`src/rtl/imm_gen_pipe.sv`:
```
`default_nettype none
// ============================================================================
// Module      : imm_gen_pipe
// Description : RISC-V immediate generator behind a valid/ready skid buffer,
//               with a saturating counter of accepted illegal opcodes.
// Revision    : 1.0 - initial release
// ============================================================================
module imm_gen_pipe #(
  parameter int XLEN      = 64,
  parameter int ERR_CNT_W = 8
) (
  input  logic                 i_clk,
  input  logic                 i_rst_n,
  input  logic                 i_valid,
  output logic                 o_ready,
  input  logic [31:0]          i_instr,
  output logic                 o_valid,
  input  logic                 i_ready,
  output logic [XLEN-1:0]      o_imm,
  output logic [2:0]           o_fmt,
  output logic                 o_illegal,
  output logic [ERR_CNT_W-1:0] o_err_cnt,
  input  logic                 i_err_clr
);

  localparam logic [2:0] C_FMT_NONE = 3'd0;
  localparam logic [2:0] C_FMT_I    = 3'd1;
  localparam logic [2:0] C_FMT_S    = 3'd2;
  localparam logic [2:0] C_FMT_B    = 3'd3;
  localparam logic [2:0] C_FMT_U    = 3'd4;
  localparam logic [2:0] C_FMT_J    = 3'd5;

  localparam logic [6:0] C_OP_OPIMM  = 7'b0010011;
  localparam logic [6:0] C_OP_LOAD   = 7'b0000011;
  localparam logic [6:0] C_OP_JALR   = 7'b1100111;
  localparam logic [6:0] C_OP_STORE  = 7'b0100011;
  localparam logic [6:0] C_OP_BRANCH = 7'b1100011;
  localparam logic [6:0] C_OP_LUI    = 7'b0110111;
  localparam logic [6:0] C_OP_AUIPC  = 7'b0010111;
  localparam logic [6:0] C_OP_JAL    = 7'b1101111;

  logic [2:0]      w_fmt;
  logic [31:0]     w_imm32;
  logic [XLEN-1:0] w_imm;
  logic            w_illegal;
  logic            w_accept;
  logic            w_drain;
  logic            w_err_inc;

  logic            r_out_valid;
  logic [XLEN-1:0] r_out_imm;
  logic [2:0]      r_out_fmt;
  logic            r_out_illegal;

  logic            r_skid_valid;
  logic [XLEN-1:0] r_skid_imm;
  logic [2:0]      r_skid_fmt;
  logic            r_skid_illegal;

  logic [ERR_CNT_W-1:0] r_err_cnt;

  // Every format is first assembled as a 32-bit signed value, then widened.
  always_comb begin
    w_fmt   = C_FMT_NONE;
    w_imm32 = '0;
    case (i_instr[6:0])
      C_OP_OPIMM, C_OP_LOAD, C_OP_JALR: begin
        w_fmt   = C_FMT_I;
        w_imm32 = {{20{i_instr[31]}}, i_instr[31:20]};
      end
      C_OP_STORE: begin
        w_fmt   = C_FMT_S;
        w_imm32 = {{20{i_instr[31]}}, i_instr[31:25], i_instr[11:7]};
      end
      C_OP_BRANCH: begin
        w_fmt   = C_FMT_B;
        w_imm32 = {{19{i_instr[31]}}, i_instr[31], i_instr[7],
                   i_instr[30:25], i_instr[11:8], 1'b0};
      end
      C_OP_LUI, C_OP_AUIPC: begin
        w_fmt   = C_FMT_U;
        w_imm32 = {i_instr[31:12], 12'b0};
      end
      C_OP_JAL: begin
        w_fmt   = C_FMT_J;
        w_imm32 = {{11{i_instr[31]}}, i_instr[31], i_instr[19:12],
                   i_instr[20], i_instr[30:21], 1'b0};
      end
      default: begin
        w_fmt   = C_FMT_NONE;
        w_imm32 = '0;
      end
    endcase
  end

  assign w_illegal = (w_fmt == C_FMT_NONE);

  if (XLEN == 32) begin : g_xlen32
    assign w_imm = w_imm32;
  end else begin : g_xlen64
    assign w_imm = {{(XLEN-32){w_imm32[31]}}, w_imm32};
  end

  // Ready is forced low while reset is held so nothing is accepted then.
  assign o_ready  = i_rst_n & ~r_skid_valid;
  assign w_accept = i_valid & o_ready;
  assign w_drain  = r_out_valid & i_ready;

  always_ff @(posedge i_clk) begin
    if (!i_rst_n) begin
      r_out_valid    <= 1'b0;
      r_out_imm      <= '0;
      r_out_fmt      <= C_FMT_NONE;
      r_out_illegal  <= 1'b0;
      r_skid_valid   <= 1'b0;
      r_skid_imm     <= '0;
      r_skid_fmt     <= C_FMT_NONE;
      r_skid_illegal <= 1'b0;
    end else if (r_skid_valid) begin
      // No accept is possible here; the skid entry advances on drain.
      if (w_drain) begin
        r_out_imm     <= r_skid_imm;
        r_out_fmt     <= r_skid_fmt;
        r_out_illegal <= r_skid_illegal;
        r_skid_valid  <= 1'b0;
      end
    end else if (w_accept) begin
      if (!r_out_valid || w_drain) begin
        r_out_valid   <= 1'b1;
        r_out_imm     <= w_imm;
        r_out_fmt     <= w_fmt;
        r_out_illegal <= w_illegal;
      end else begin
        r_skid_valid   <= 1'b1;
        r_skid_imm     <= w_imm;
        r_skid_fmt     <= w_fmt;
        r_skid_illegal <= w_illegal;
      end
    end else if (w_drain) begin
      r_out_valid <= 1'b0;
    end
  end

  assign w_err_inc = w_accept & w_illegal & ~(&r_err_cnt);

  always_ff @(posedge i_clk) begin
    if (!i_rst_n) begin
      r_err_cnt <= '0;
    end else if (i_err_clr) begin
      r_err_cnt <= '0;
    end else if (w_err_inc) begin
      r_err_cnt <= r_err_cnt + ERR_CNT_W'(1);
    end
  end

  assign o_valid   = r_out_valid;
  assign o_imm     = r_out_imm;
  assign o_fmt     = r_out_fmt;
  assign o_illegal = r_out_illegal;
  assign o_err_cnt = r_err_cnt;

endmodule
`default_nettype wire

```
`config.mk`:
```
export PLATFORM = sky130hd
export DESIGN_NAME = imm_gen_pipe
export DESIGN_NICKNAME = d
export VERILOG_FILES = /design/src/rtl/imm_gen_pipe.sv
export SDC_FILE = /design/constraint.sdc
export NUM_CORES = 1
export LEC_CHECK = 0
export ABC_AREA = 1
export ABC_CLOCK_PERIOD_IN_PS = 1750
export CAP_MARGIN = 40
export CORE_MARGIN = 2
export CORE_UTILIZATION = 45
export CTS_BUF_LIST = sky130_fd_sc_hd__clkbuf_4 sky130_fd_sc_hd__clkbuf_8 sky130_fd_sc_hd__clkbuf_16
export DETAILED_ROUTE_END_ITERATION = 6
export GPL_ROUTABILITY_DRIVEN = 0
export PLACE_DENSITY = 0.82
export SLEW_MARGIN = 0
export SYNTH_ARGS = -nofsm -noshare
export SYNTH_HDL_FRONTEND = slang
export SYNTH_SLANG_ARGS = --single-unit
export TNS_END_PERCENT = 100
```
`constraint.sdc`:
```
create_clock -name i_clk -period 1.75 [get_ports i_clk]
set_clock_uncertainty 0.15 [all_clocks]
set_input_delay 0.175 -clock i_clk [delete_from_list [all_inputs] [get_ports i_clk]]
set_output_delay 0.175 -clock i_clk [all_outputs]
set_load 0.01 [all_outputs]
```
==> impl_metrics.tcl <==
set metrics [dict create \
    power_frac_comb 0.188 \
    path_class "reg -> out" \
    synth_top_area_share 0.376 \
    die-width_um 102 \
    min_path_cells 4 \
    firstDrtPassIters 5 \
    r2r_slack_ns 0.08 \
    syn_area_um2 4370 \
    rsz0062_at_grt "true" \
    fin_nets 755 \
    drive_above_1_share 0.134 \
    finalSetupViolCount 0 \
    grt.met3_usage 0.0346 \
    crit_path_start_kind "register" \
    max_stage_delay_ns 0.57 \
    cts.htree.levels 3 \
    total_power_w 0.00410 \
    yosys_warnings 0 \
    post_cts_buffers 0 \
    start_util 0.468 \
    layoutNonFillerInstCount 851 \
    grtUsageMet2 0.393 \
    drc 0 \
    finalCriticalPeriod_ns 1.71 \
    critPathTopFamily "buffers and inverters" \
    p_seq_frac 0.488 \
    postLayoutSetupSlackWorst_ns 0.0413 \
    netlist_instances 629 \
    core_um2 9330 \
    synth_top_family_by_area "simple AND/OR/NAND/NOR gates" \
    cts_root_buf "clkbuf_8" \
    vias 4460 \
    status "completed" \
    io_pins 115 \
    area_growth_syn_to_layout_pct 31.5 \
    cts-hold-fix-buffers 0 \
    synth_area_leaders "dfxtp_1 38%, a21oi_1 9.7%, nand2_1 9.0%" \
    synth-compound-area-share 0.189 \
    timing.final.crit_share 0.976 \
    powerDensity_nw_per_um2 715 \
    crit_fanout 5 \
    cpMaxStageDelayCell "clkdlybuf4s50_1" \
    port_buffers 114 \
    synth_xor_area_frac 0.00803 \
    fp.dieH_um 102 \
    swShare 0.292 \
    p_leak_nw 2.77 \
    cts_tree "built" \
    synthAdderAreaFrac 0.00287 \
    first_global_vias 4275 \
    ys_types 30 \
    grt_usage 0.236 \
    worst_ir_drop_vdd_mv 0.464 \
    hpwl_mm 8.44 \
    via_per_inst 5.24 \
    clock_sinks 82 \
    num_antenna_cells 0 \
    synth_area_leader_cell "dfxtp_1" \
    slew_headroom 0.711 \
    totalWireLength_mm 12.1 \
    required_ns 1.42 \
    max_cap_viol_count 0 \
    busiest_layer "met2" \
    ant_nets 0 \
    clkPwrFrac 0.323 \
    grt_pass1_wl_mm 19.7 \
    met1_usage 0.302 \
    dp_slack_ns -0.213 \
    crit_path_end_kind "primary output" \
    internal_power_w 0.00290 \
    hold_class "in -> reg" \
    finalHoldViolCount 0 \
    drt_iter0_markers 240 \
    grt_max_degree 47 \
    dieArea_um2 10500 \
    worst_pin_slew_ns 0.434 \
    reg2reg_depth 8 \
    insertion_delay_ns 0.37 \
    num_rows 35 \
    critical_path_arrival_ns 1.38 \
    ys_seq_area_frac 0.376 \
    fill_cells 828 \
    syn_avg_cell_area_um2 6.94 \
    maxSlewViolCount 0 \
    clockBufferDepth 2 \
    syn-num-nets 667 \
    p_switching_w 0.00120 \
    cts.clk_slew.worst_paths_ns 0.10 \
    path_buf_inv 1 \
    cp_cell_sequence "clkdlybuf4s50_1" \
    synthMuxAreaShare 0 \
    synth_simple_gate_area_frac 0.272 \
    place_inst 835 \
    overflow 0 \
    ys_ff_latch 82 \
    timing.fmax_mhz 585 \
    antenna_found_initial 0 \
    cp.depth 1 \
    numCtsBuffers 9 \
    wl_per_cell_um 14.2 \
]
## final cells by class
type | instances | area, um2 | share of cell area
inverter | 60 | 226 | 0.0395
clock buffer | 10 | 138 | 0.0240
timing repair buffer | 145 | 1460 | 0.254
tap | 129 | 161 | 0.0281
sequential | 82 | 1650 | 0.287
multi-input combinational | 419 | 2060 | 0.359
clock inverter | 6 | 47.5 | 0.00828
## path summary, 6_finish.rpt
kind,from,end
worst max-delay path,o_err_cnt[2]$_SDFFE_PP0P_,o_err_cnt[2]
worst min-delay path,i_err_clr,o_err_cnt[0]$_SDFFE_PP0P_
worst max register to register,o_err_cnt[0]$_SDFFE_PP0P_,o_err_cnt[7]$_SDFFE_PP0P_
worst min register to register,o_err_cnt[1]$_SDFFE_PP0P_,o_err_cnt[1]$_SDFFE_PP0P_
## metal layers
layer / up-vias / part of all wire
met1: 2029 / 0.42
li1: 2175 / -
met5: - / 0
met4: 0 / 0.020
met2: 233 / 0.47
met3: 23 / 0.089
## cells by family (layout without fill, tap and decap cells)
group           count (synthesis)  after routing
fa+ha+maj                       1              1
flops                          82             82
buf+inv                       128            221
xor+xnor                        4              4
compound gates                162            162
simple gates                  252            252
## cells in the mapped netlist (all sizes together)
master  number
ha           1
a21oi       87
nand2      126
nor2        76
dfxtp       82
a31oi        1
o21ai       72
clkinv       1
xor2         4
nand4        2
o211ai       1
inv         59
nand3       47
clkbuf      13
o21a         1
nand3b       1
buf         55
## timing repair
action / in CTS / in global routing
endpoints found under the hold margin: 0 / 0
endpoints found under the setup margin: 35 / 10
gates resized for setup: 36 / 4
## power groups by stage
| stage | combinational, W | sequential, W | clock, W |
|---|---|---|---|
| final | 0.000772 | 0.00201 | 0.00133 |
| after global routing | 0.000839 | 0.00202 | 0.00140 |
| after CTS | 0.000773 | 0.00200 | 0.00133 |
| after detailed placement | 0.000810 | 0.00205 | 0 |
| after global placement | 0.000796 | 0.00204 | 0 |
| after floorplan | 0.000379 | 0.00208 | 0 |
## flip-flops by register name (all words and copies together) (netlist names)
signal,count
o_err_cnt,8
o_fmt,3
o_illegal,1
o_imm,32
o_valid,1
r_skid_fmt,3
r_skid_illegal,1
r_skid_imm,32
r_skid_valid,1
## stage by stage
step / hold slack, ns / setup TNS (ns) / area (um2) / utilization
final: 0.310 / 0 / 5740 / 0.615
after global routing: 0.335 / -0.0105 / 5740 / 0.615
after CTS: 0.312 / 0 / 5730 / 0.615
after detailed placement: 0.347 / -11.13 / 5590 / 0.599
after global placement: 0.334 / -7.22 / 5590 / 0.599
after floorplan: 0.166 / 0 / 4370 / -
## cells in the final DEF (no fill, tap or decap), types with 5 or more instances in the layout
cell type	count
a21oi_1	85
buf_12	10
buf_4	21
clkbuf_8	10
clkdlybuf4s50_1	80
dfxtp_1	77
dfxtp_2	5
dlygate4sd2_1	34
inv_1	53
inv_2	6
nand2_1	105
nand2_2	17
nand3_1	41
nor2_1	67
nor2_2	5
o21ai_0	62
o21ai_1	10
(Power assumes the default switching activity.)
